<file path="config.mk">
export PLATFORM = sky130hd
export DESIGN_NAME = decode_queue
export DESIGN_NICKNAME = d
export VERILOG_FILES = /design/src/rtl/decode_pkg.sv /design/src/rtl/decode_queue_decoder.sv /design/src/rtl/decode_queue.sv
export SDC_FILE = /design/constraint.sdc
export NUM_CORES = 1
export LEC_CHECK = 0
export CORE_MARGIN = 4
export CORE_UTILIZATION = 50
export CTS_CLUSTER_DIAMETER = 30
export DETAILED_ROUTE_END_ITERATION = 16
export PLACE_DENSITY = 0.84
export SYNTH_ARGS = -nofsm -noshare
export SYNTH_HDL_FRONTEND = slang
export SYNTH_SLANG_ARGS = --single-unit
</file>
<file path="constraint.sdc">
create_clock -name clock -period 3 [get_ports clock]
set_input_delay 0.6 -clock clock [delete_from_list [all_inputs] [get_ports clock]]
set_output_delay 0.6 -clock clock [all_outputs]
set_load 0.05 [all_outputs]
</file>
<file path="src/rtl/decode_pkg.sv">
// Shared types for the decode queue.
// Holds RV32I major opcodes, the micro-op class enum, the decoded micro-op
// record handed to rename/dispatch, and PC_W. PC_W is the tagged PC width and
// must equal the ROM_ADDR_WIDTH used by fetch and by decode_queue.
package decode_pkg;

  localparam int PC_W = 4;

  localparam logic [6:0] OPC_OP       = 7'b0110011;
  localparam logic [6:0] OPC_OP_IMM   = 7'b0010011;
  localparam logic [6:0] OPC_LOAD     = 7'b0000011;
  localparam logic [6:0] OPC_STORE    = 7'b0100011;
  localparam logic [6:0] OPC_BRANCH   = 7'b1100011;
  localparam logic [6:0] OPC_JAL      = 7'b1101111;
  localparam logic [6:0] OPC_JALR     = 7'b1100111;
  localparam logic [6:0] OPC_LUI      = 7'b0110111;
  localparam logic [6:0] OPC_AUIPC    = 7'b0010111;
  localparam logic [6:0] OPC_MISC_MEM = 7'b0001111;
  localparam logic [6:0] OPC_SYSTEM   = 7'b1110011;

  typedef enum logic [3:0] {
    CLS_ALU_R   = 4'd0,
    CLS_ALU_I   = 4'd1,
    CLS_LOAD    = 4'd2,
    CLS_STORE   = 4'd3,
    CLS_BRANCH  = 4'd4,
    CLS_JAL     = 4'd5,
    CLS_JALR    = 4'd6,
    CLS_LUI     = 4'd7,
    CLS_AUIPC   = 4'd8,
    CLS_FENCE   = 4'd9,
    CLS_SYSTEM  = 4'd10,
    CLS_ILLEGAL = 4'd11
  } uop_class_e;

  typedef struct packed {
    uop_class_e        cls;
    logic [4:0]        rd;
    logic [4:0]        rs1;
    logic [4:0]        rs2;
    logic [2:0]        funct3;
    logic              funct7b5;
    logic              rd_we;
    logic              rs1_used;
    logic              rs2_used;
    logic [31:0]       imm;
    logic [PC_W-1:0]   pc;
    logic              illegal;
  } decoded_instr_t;

endpackage

</file>
<file path="src/rtl/decode_queue_decoder.sv">
// rv32i_decoder: purely combinational RV32I decoder.
// Ports:
//   instr_i  in  32    raw instruction word
//   pc_i     in  PC_W  tagged sequential PC, passed through
//   uop_o    out       decoded micro-op record
// Any encoding that is not a recognised RV32I major opcode, or an ALU
// register/shift-immediate form with a bad funct3/funct7 pairing, decodes
// to CLS_ILLEGAL with illegal=1, no register use and a zero immediate.
module rv32i_decoder
  import decode_pkg::*;
(
  input  logic [31:0]     instr_i,
  input  logic [PC_W-1:0] pc_i,
  output decoded_instr_t  uop_o
);

  logic [6:0]  opcode;
  logic [2:0]  f3;
  logic [6:0]  f7;
  logic [31:0] imm_i, imm_s, imm_b, imm_u, imm_j;
  uop_class_e  cls;
  logic        writes, use1, use2;
  logic [31:0] imm;

  assign opcode = instr_i[6:0];
  assign f3     = instr_i[14:12];
  assign f7     = instr_i[31:25];

  assign imm_i = {{20{instr_i[31]}}, instr_i[31:20]};
  assign imm_s = {{20{instr_i[31]}}, instr_i[31:25], instr_i[11:7]};
  assign imm_b = {{19{instr_i[31]}}, instr_i[31], instr_i[7], instr_i[30:25],
                  instr_i[11:8], 1'b0};
  assign imm_u = {instr_i[31:12], 12'b0};
  assign imm_j = {{11{instr_i[31]}}, instr_i[31], instr_i[19:12], instr_i[20],
                  instr_i[30:21], 1'b0};

  always_comb begin
    cls    = CLS_ILLEGAL;
    writes = 1'b0;
    use1   = 1'b0;
    use2   = 1'b0;
    imm    = '0;
    // Legal opcodes all end in 2'b11, so a bad low-bit pair falls to default.
    case (opcode)
      OPC_OP: begin
        // Only ADD/SRL may carry funct7=0x20 (SUB/SRA); everything else needs 0.
        if (f7 == 7'h00 || (f7 == 7'h20 && (f3 == 3'd0 || f3 == 3'd5))) begin
          cls = CLS_ALU_R; writes = 1'b1; use1 = 1'b1; use2 = 1'b1;
        end
      end
      OPC_OP_IMM: begin
        // SLLI needs funct7=0; SRLI/SRAI allow 0 or 0x20.
        if (!((f3 == 3'd1 && f7 != 7'h00) ||
              (f3 == 3'd5 && f7 != 7'h00 && f7 != 7'h20))) begin
          cls = CLS_ALU_I; writes = 1'b1; use1 = 1'b1; imm = imm_i;
        end
      end
      OPC_LOAD:     begin cls = CLS_LOAD;   writes = 1'b1; use1 = 1'b1; imm = imm_i; end
      OPC_STORE:    begin cls = CLS_STORE;  use1 = 1'b1; use2 = 1'b1; imm = imm_s; end
      OPC_BRANCH:   begin cls = CLS_BRANCH; use1 = 1'b1; use2 = 1'b1; imm = imm_b; end
      OPC_JAL:      begin cls = CLS_JAL;    writes = 1'b1; imm = imm_j; end
      OPC_JALR:     begin cls = CLS_JALR;   writes = 1'b1; use1 = 1'b1; imm = imm_i; end
      OPC_LUI:      begin cls = CLS_LUI;    writes = 1'b1; imm = imm_u; end
      OPC_AUIPC:    begin cls = CLS_AUIPC;  writes = 1'b1; imm = imm_u; end
      OPC_MISC_MEM: begin cls = CLS_FENCE;  imm = imm_i; end
      OPC_SYSTEM: begin
        cls = CLS_SYSTEM; writes = 1'b1; imm = imm_i;
        // CSRRW/CSRRS/CSRRC read rs1; the immediate CSR forms do not.
        use1 = (f3 == 3'd1 || f3 == 3'd2 || f3 == 3'd3);
      end
      default: cls = CLS_ILLEGAL;
    endcase

    uop_o          = '0;
    uop_o.cls      = cls;
    uop_o.rd       = instr_i[11:7];
    uop_o.rs1      = instr_i[19:15];
    uop_o.rs2      = instr_i[24:20];
    uop_o.funct3   = f3;
    uop_o.funct7b5 = instr_i[30];
    uop_o.rd_we    = writes && (instr_i[11:7] != 5'd0);
    uop_o.rs1_used = use1;
    uop_o.rs2_used = use2;
    uop_o.imm      = imm;
    uop_o.pc       = pc_i;
    uop_o.illegal  = (cls == CLS_ILLEGAL);
  end

endmodule

</file>
<file path="src/rtl/decode_queue.sv">
// decode_queue: instruction FIFO between fetch and rename/dispatch.
// Tags each accepted word with a sequential PC and decodes the head entry.
// Ports:
//   clock, reset (sync, active-high)
//   fetch_instruction/fetch_valid  in   word from fetch
//   stall                          out  back-pressure, high when FIFO full
//   flush/flush_pc                 in   discard contents, restart PC tagging
//   dec_valid/dec_ready            out/in  head micro-op handshake
//   dec_uop                        out  decoded head entry
// Optional: define DECODE_QUEUE_STATS_EN to add stall_cycles and uops_issued
// (32-bit saturating counters cleared only by reset).
module decode_queue
  import decode_pkg::*;
#(
  parameter int ROM_ADDR_WIDTH = PC_W,
  parameter int DEPTH          = 4
) (
  input  logic                      clock,
  input  logic                      reset,
  input  logic [31:0]               fetch_instruction,
  input  logic                      fetch_valid,
  output logic                      stall,
  input  logic                      flush,
  input  logic [ROM_ADDR_WIDTH-1:0] flush_pc,
  output logic                      dec_valid,
  input  logic                      dec_ready,
  output decoded_instr_t            dec_uop
`ifdef DECODE_QUEUE_STATS_EN
  ,
  output logic [31:0]               stall_cycles,
  output logic [31:0]               uops_issued
`endif
);

  localparam int PTR_W = $clog2(DEPTH);

  logic [31:0]               instr_q [DEPTH];
  logic [ROM_ADDR_WIDTH-1:0] pc_q    [DEPTH];

  logic [PTR_W:0]            count_q,  count_d;
  logic [PTR_W-1:0]          rd_ptr_q, rd_ptr_d;
  logic [PTR_W-1:0]          wr_ptr_q, wr_ptr_d;
  logic [ROM_ADDR_WIDTH-1:0] seq_pc_q, seq_pc_d;
  logic                      push, pop;

  // stall depends on the registered count only, never on dec_ready.
  assign stall     = (count_q == (PTR_W+1)'(DEPTH));
  assign dec_valid = (count_q != '0) && !flush;
  assign push      = fetch_valid && !stall && !flush;
  assign pop       = dec_valid && dec_ready;

  always_comb begin
    count_d  = count_q;
    rd_ptr_d = rd_ptr_q;
    wr_ptr_d = wr_ptr_q;
    seq_pc_d = seq_pc_q;
    if (flush) begin
      count_d  = '0;
      rd_ptr_d = '0;
      wr_ptr_d = '0;
      seq_pc_d = flush_pc;
    end else begin
      if (push) begin
        wr_ptr_d = wr_ptr_q + PTR_W'(1);
        seq_pc_d = seq_pc_q + ROM_ADDR_WIDTH'(1);
      end
      if (pop) rd_ptr_d = rd_ptr_q + PTR_W'(1);
      case ({push, pop})
        2'b10:   count_d = count_q + (PTR_W+1)'(1);
        2'b01:   count_d = count_q - (PTR_W+1)'(1);
        default: count_d = count_q;
      endcase
    end
  end

  always_ff @(posedge clock) begin
    if (reset) begin
      count_q  <= '0;
      rd_ptr_q <= '0;
      wr_ptr_q <= '0;
      seq_pc_q <= '0;
    end else begin
      count_q  <= count_d;
      rd_ptr_q <= rd_ptr_d;
      wr_ptr_q <= wr_ptr_d;
      seq_pc_q <= seq_pc_d;
    end
  end

  // Storage is cleared on reset so the head decode is never X.
  always_ff @(posedge clock) begin
    if (reset) begin
      for (int i = 0; i < DEPTH; i++) begin
        instr_q[i] <= '0;
        pc_q[i]    <= '0;
      end
    end else if (push) begin
      instr_q[wr_ptr_q] <= fetch_instruction;
      pc_q[wr_ptr_q]    <= seq_pc_q;
    end
  end

  rv32i_decoder u_dec (
    .instr_i (instr_q[rd_ptr_q]),
    .pc_i    (pc_q[rd_ptr_q]),
    .uop_o   (dec_uop)
  );

`ifdef DECODE_QUEUE_STATS_EN
  logic [31:0] stall_cycles_q, uops_issued_q;

  // Counters survive flush; only reset clears them. Both stick at all-ones.
  always_ff @(posedge clock) begin
    if (reset) begin
      stall_cycles_q <= '0;
      uops_issued_q  <= '0;
    end else begin
      if (stall && fetch_valid && (stall_cycles_q != '1))
        stall_cycles_q <= stall_cycles_q + 32'd1;
      if (pop && (uops_issued_q != '1))
        uops_issued_q <= uops_issued_q + 32'd1;
    end
  end

  assign stall_cycles = stall_cycles_q;
  assign uops_issued  = uops_issued_q;
`endif

endmodule

</file>
# Word level (Yosys, flattened, before mapping)
# Memory sizes are Yosys's and may differ from the RTL's. A register that Yosys moved wholly into a read port is not among the register bits.
# Index checks and enable logic that the tools add are counted.
[word_totals] wordCells=91 mem_count=2 inputBits=41 ramBits=144 reg_bits=11
[classes] n_eq_ne=21 mux=28 addsub=5 n_reduce_logical=31
[mem_list] name="instr_q" depth=4 word_bits=32 rd=1 rd_ports_with_merged_regs=1 wr=4 line="decode_queue.sv:37" text="logic [31:0] instr_q [DEPTH];"
[mem_list] name="pc_q" depth=4 word_bits=4 rd=1 rd_ports_with_merged_regs=1 wr=4 line="decode_queue.sv:38" text="logic [ROM_ADDR_WIDTH-1:0] pc_q [DEPTH];"
[op_table] op="$pmux W32 S6" count=1
[op_table] op="$mux W32" count=2
[op_table] op="$pmux W4 S11" count=1
[op_table] op="$reduce_or A32 Y1" count=1
[op_table] op="$eq A7 B6 Y1 const B" count=4
[op_table] op="$eq A7 B7 Y1 const B" count=4
[op_table] op="$mux W4" count=5
[op_table] op="$eq A7 B5 Y1 const B" count=2
[op_table] op="$mux W2" count=6
[op_table] op="$reduce_or A4 Y1" count=3
[op_table] op="$logic_and A1 B1 Y1" count=9
[op_table] op="$mux W1" count=9
[op_table] op="$eq A7 B2 Y1 const B" count=1
[op_table] op="$eq A7 B4 Y1 const B" count=1
[op_table] op="$logic_not A7 Y1" count=1
[op_table] op="$ne A7 B6 Y1 const B" count=1
[op_table] op="$reduce_bool A7 Y1" count=1
[op_table] op="$eq A3 B2 Y1 const B" count=2
[op_table] op="$eq A3 B3 Y1 const B" count=2
[op_table] op="$pmux W3 S2" count=1
[op_table] op="$reduce_or A2 Y1" count=3
[op_table] op="$reduce_or A6 Y1" count=1
[op_table] op="$logic_or A1 B1 Y1" count=5
[op_table] op="$reduce_bool A5 Y1" count=1
[op_table] op="other kinds (15)" count=18

# Depth between registers and ports, before layout
[depth] word_depth=9 ltp_mapped=10 ltp_nobuf=10

# Hierarchy
# A second synthesis with hierarchy kept.
[hier_totals] hier_cells=584 hier_area_um2=8002.7
[modules_own_cells] mod="decode_queue" area_per_inst_um2=6919.1 n_inst=1 cells_per_inst=428 seq_area_each_um2=4584.4
[modules_own_cells] mod="rv32i_decoder" area_per_inst_um2=1083.5 n_inst=1 cells_per_inst=156 seq_area_each_um2=0.0

# Worst setup path before layout
# Ideal clock, no wire load.
[synth_path] path_kind="register to output" start="register (tool-made name)" end="output dec_uop[16] (netlist name)" path_buffers=3 required_time_ns=2.400 t_arrival_ns=3.557 path_stages_with_launch=8 path_slack_ns=-1.157 cell_sequence="dfxtp_1 clkbuf_1 buf_1 clkbuf_1 mux4_2 and3_1 a21oi_1 o41ai_1"
[synth_lines] item="end, declared" line="decode_queue.sv:27" text="output decoded_instr_t dec_uop"

==> flow_summary.toml <==
[place]
place_ws_ns = -0.276
place_area_um2 = 10300
place_hpwl_um = 13700
globalplace.congestion = 0.960
io_buffers = 105

[worst_hold_path]
hold_path.class = "reg2reg"
min_path_cells = 2

[global_routing]
grt_pass1_wl_um = 31700
antenna_found_initial = 0
grt_max_degree = 37
overflow = 0
grt_use_total_pct = 24.6
grt_pass1_vias = 5799

[cts]
clk_pin_slew_ns = 0.07
cts_buffer_depth = 2
clk_latency_ns = 0.43
root_buffer = "clkbuf_16"
cts.sinks = 157
cts_tree = "yes"
h-tree-depth = 4
numCtsBuffers = 17
cts_hold_buf = 0

[worst_setup_path]
worstSetupPathType = "reg2out"
start_kind = "register"
rr_endpoint = "count_q[2]$_SDFFE_PP0P_"
rr_worst_depth = 10
worst-path-max-fanout = 11
ff2ff_setup_slack_ns = 0.62
crit_arrival_ns = 3.04
crit_end = "dec_uop[35]"
worstPathRequired_ns = 2.40
reg2reg_from = "count_q[2]$_SDFFE_PP0P_"
cp-end-kind = "output pin"

[pwr]
p_per_area_nw_per_um2 = 478
ir_worst_vdd_mv = 0.421
total_leakage_power_nw = 4.47

[synthesis]
synth-main-ff-cell = "edfxtp_1"
synth_seq_area_share_pct = 60.7
netlist_instances = 600
synth_edf_count = 144
syn_area_um2 = 7550
async_flop_share_pct = 0
syn-num-nets = 644
synth_area_per_cell_um2 = 12.6
yosys_warnings = 0
ys_seq_elements = 157
synth_cell_types = 55

[drt]
ant_nets = 0
detail_route.first_pass.iterations = 5
wire_per_inst_um = 21.3
drtIter0Drc = 566
routed_wl_um = 20700
drc = 0
vias = 5643
vias_per_cell = 5.82

[finish]
antenna_cells = 0
layout_common_cells = "edfxtp_1 (144), nor2_1 (100), buf_4 (75)"
fillerInstances = 819
design_area_um2 = 11100
fin_nets = 816
syn2layout_area_growth_pct = 47.1
utilization_pct = 75.9
layout_commonest_cell = "edfxtp_1"
drive_gt1_share_pct = 38.0

[timing]
max_clock_freq_mhz = 275
slew_violations = 0
rsz0062_at_grt = "true"
finClkSkew_ns = 0.0117
finalSetupTns_ns = -22.68
setup_viol = 40
maxSlewHeadroom_pct = 44.5
setup_slack_ns = -0.637
tightest_slew_ns = 0.833
min_period_over_period_pct = 121
fin_crit_ns = 3.64
hold_viol = 0

[die]
coreArea_um2 = 14600
io_pins = 106
die_w_um = 131
die_y_um = 131
initial_core_util_pct = 51.6
fp.dieArea_um2 = 17100
row_count = 44

[outcome]
violations = "setup timing"
outcome = "finished with violations"

[run]
drv_cap = 0
## state kept, by name, summed over array words and instances (netlist names), named ones only
name	flops
count_q	3
instr_q	128
pc_q	16
rd_ptr_q	2
seq_pc_q	4
wr_ptr_q	2
## critical path, stage by stage, from the launching register on
cell and delay, ns:
dfxtp_4 0.39, buf_4 0.12, mux4_2 0.54, or4_4 0.57, a211oi_4 0.24, nor3_2 0.12, a31oi_4 0.20, buf_12 0.17
a21o_2 0.13, buf_12 0.13
## logic make-up after synthesis
group                    after synthesis  share of synthesized area [%]
AND/OR/NAND/NOR                      243                           15.4
flip-flops                           157                           60.7
buffers and inverters                 81                           4.49
AO/OA/AOI/OAI                         67                           6.63
multiplexers                          36                           10.7
XOR/XNOR                              13                           1.51
adder cells (fa/ha/maj)                3                          0.596
## repair_timing
action                                  CTS  global route
endpoints found under the setup margin   40            40
pin swaps                                 5             5
buffers inserted                          3             5
resized for setup                        21            12
## power breakdown
group / internal, W / leakage, nW / switching, W
sequential: 0.00249 / 1.60 / 0.0000375
combinational: 0.000346 / 2.59 / 0.000416
clock: 0.00109 / 0.274 / 0.000940
## worst min path at each step
| stage | start | to |
|---|---|---|
| global placement | count_q[2]$_SDFFE_PP0P_ | count_q[2]$_SDFFE_PP0P_ |
| detailed placement | rd_ptr_q[1]$_SDFFE_PP0P_ | register |
| finish | rd_ptr_q[1]$_SDFFE_PP0P_ | rd_ptr_q[1]$_SDFFE_PP0P_ |
| CTS | count_q[2]$_SDFFE_PP0P_ | count_q[2]$_SDFFE_PP0P_ |
| global route | count_q[2]$_SDFFE_PP0P_ | count_q[2]$_SDFFE_PP0P_ |
| floorplan | count_q[2]$_SDFFE_PP0P_ | count_q[2]$_SDFFE_PP0P_ |
## synth_stat cells, drive strengths merged, types with 3 or more instances
| cell type | number | share of area (%) |
|---|---|---|
| a22o | 3 | 0.35 |
| a21oi | 12 | 0.80 |
| and3 | 9 | 0.75 |
| or2 | 4 | 0.33 |
| inv | 41 | 2.0 |
| nor2b | 4 | 0.33 |
| dfxtp | 13 | 3.4 |
| a31oi | 6 | 0.89 |
| a21o | 21 | 2.1 |
| o21ai | 5 | 0.33 |
| and2 | 31 | 2.6 |
| a21boi | 6 | 0.60 |
| nor2 | 105 | 5.2 |
| buf | 13 | 1.1 |
| nand3 | 3 | 0.20 |
| nand2b | 8 | 0.66 |
| xor2 | 9 | 1.0 |
| mux4 | 35 | 11 |
| edfxtp | 144 | 57 |
| clkbuf | 27 | 1.3 |
| nand3b | 4 | 0.40 |
| o31ai | 3 | 0.30 |
| nor3 | 9 | 0.66 |
| xnor2 | 4 | 0.46 |
| nand2 | 50 | 2.5 |
## final cells by class
type | instances | area [um^2] | share of cell area (%)
sequential | 157 | 4590 | 41.3
multi-input combinational | 362 | 3110 | 28.0
timing repair buffer | 193 | 2470 | 22.2
clock buffer | 17 | 425 | 3.83
tap | 184 | 230 | 2.07
inverter | 41 | 154 | 1.39
clock inverter | 15 | 128 | 1.15
## metal layers
metal / up-vias / share of wire [%] / global-route usage, % / wire length, um
met5: - / 0 / 0 / 0
met4: 0 / 1.7 / 8.05 / 360
met3: 35 / 7.9 / 3.78 / 1640
met2: 309 / 52 / 42.1 / 10800
met1: 2800 / 38 / 32.3 / 7900
li1: 2499 / - / - / -
## metrics by stage
stage | instances | power [W] | hold WS (ns)
finish | 969 | 0.00531 | 0.533
global route | 969 | 0.00546 | 0.548
detailed placement | 929 | 0.00328 | 0.524
floorplan | 600 | 0.00292 | 0.466
global placement | 929 | 0.00326 | 0.476
CTS | 964 | 0.00530 | 0.536
Power figures use the tool's default switching activity.
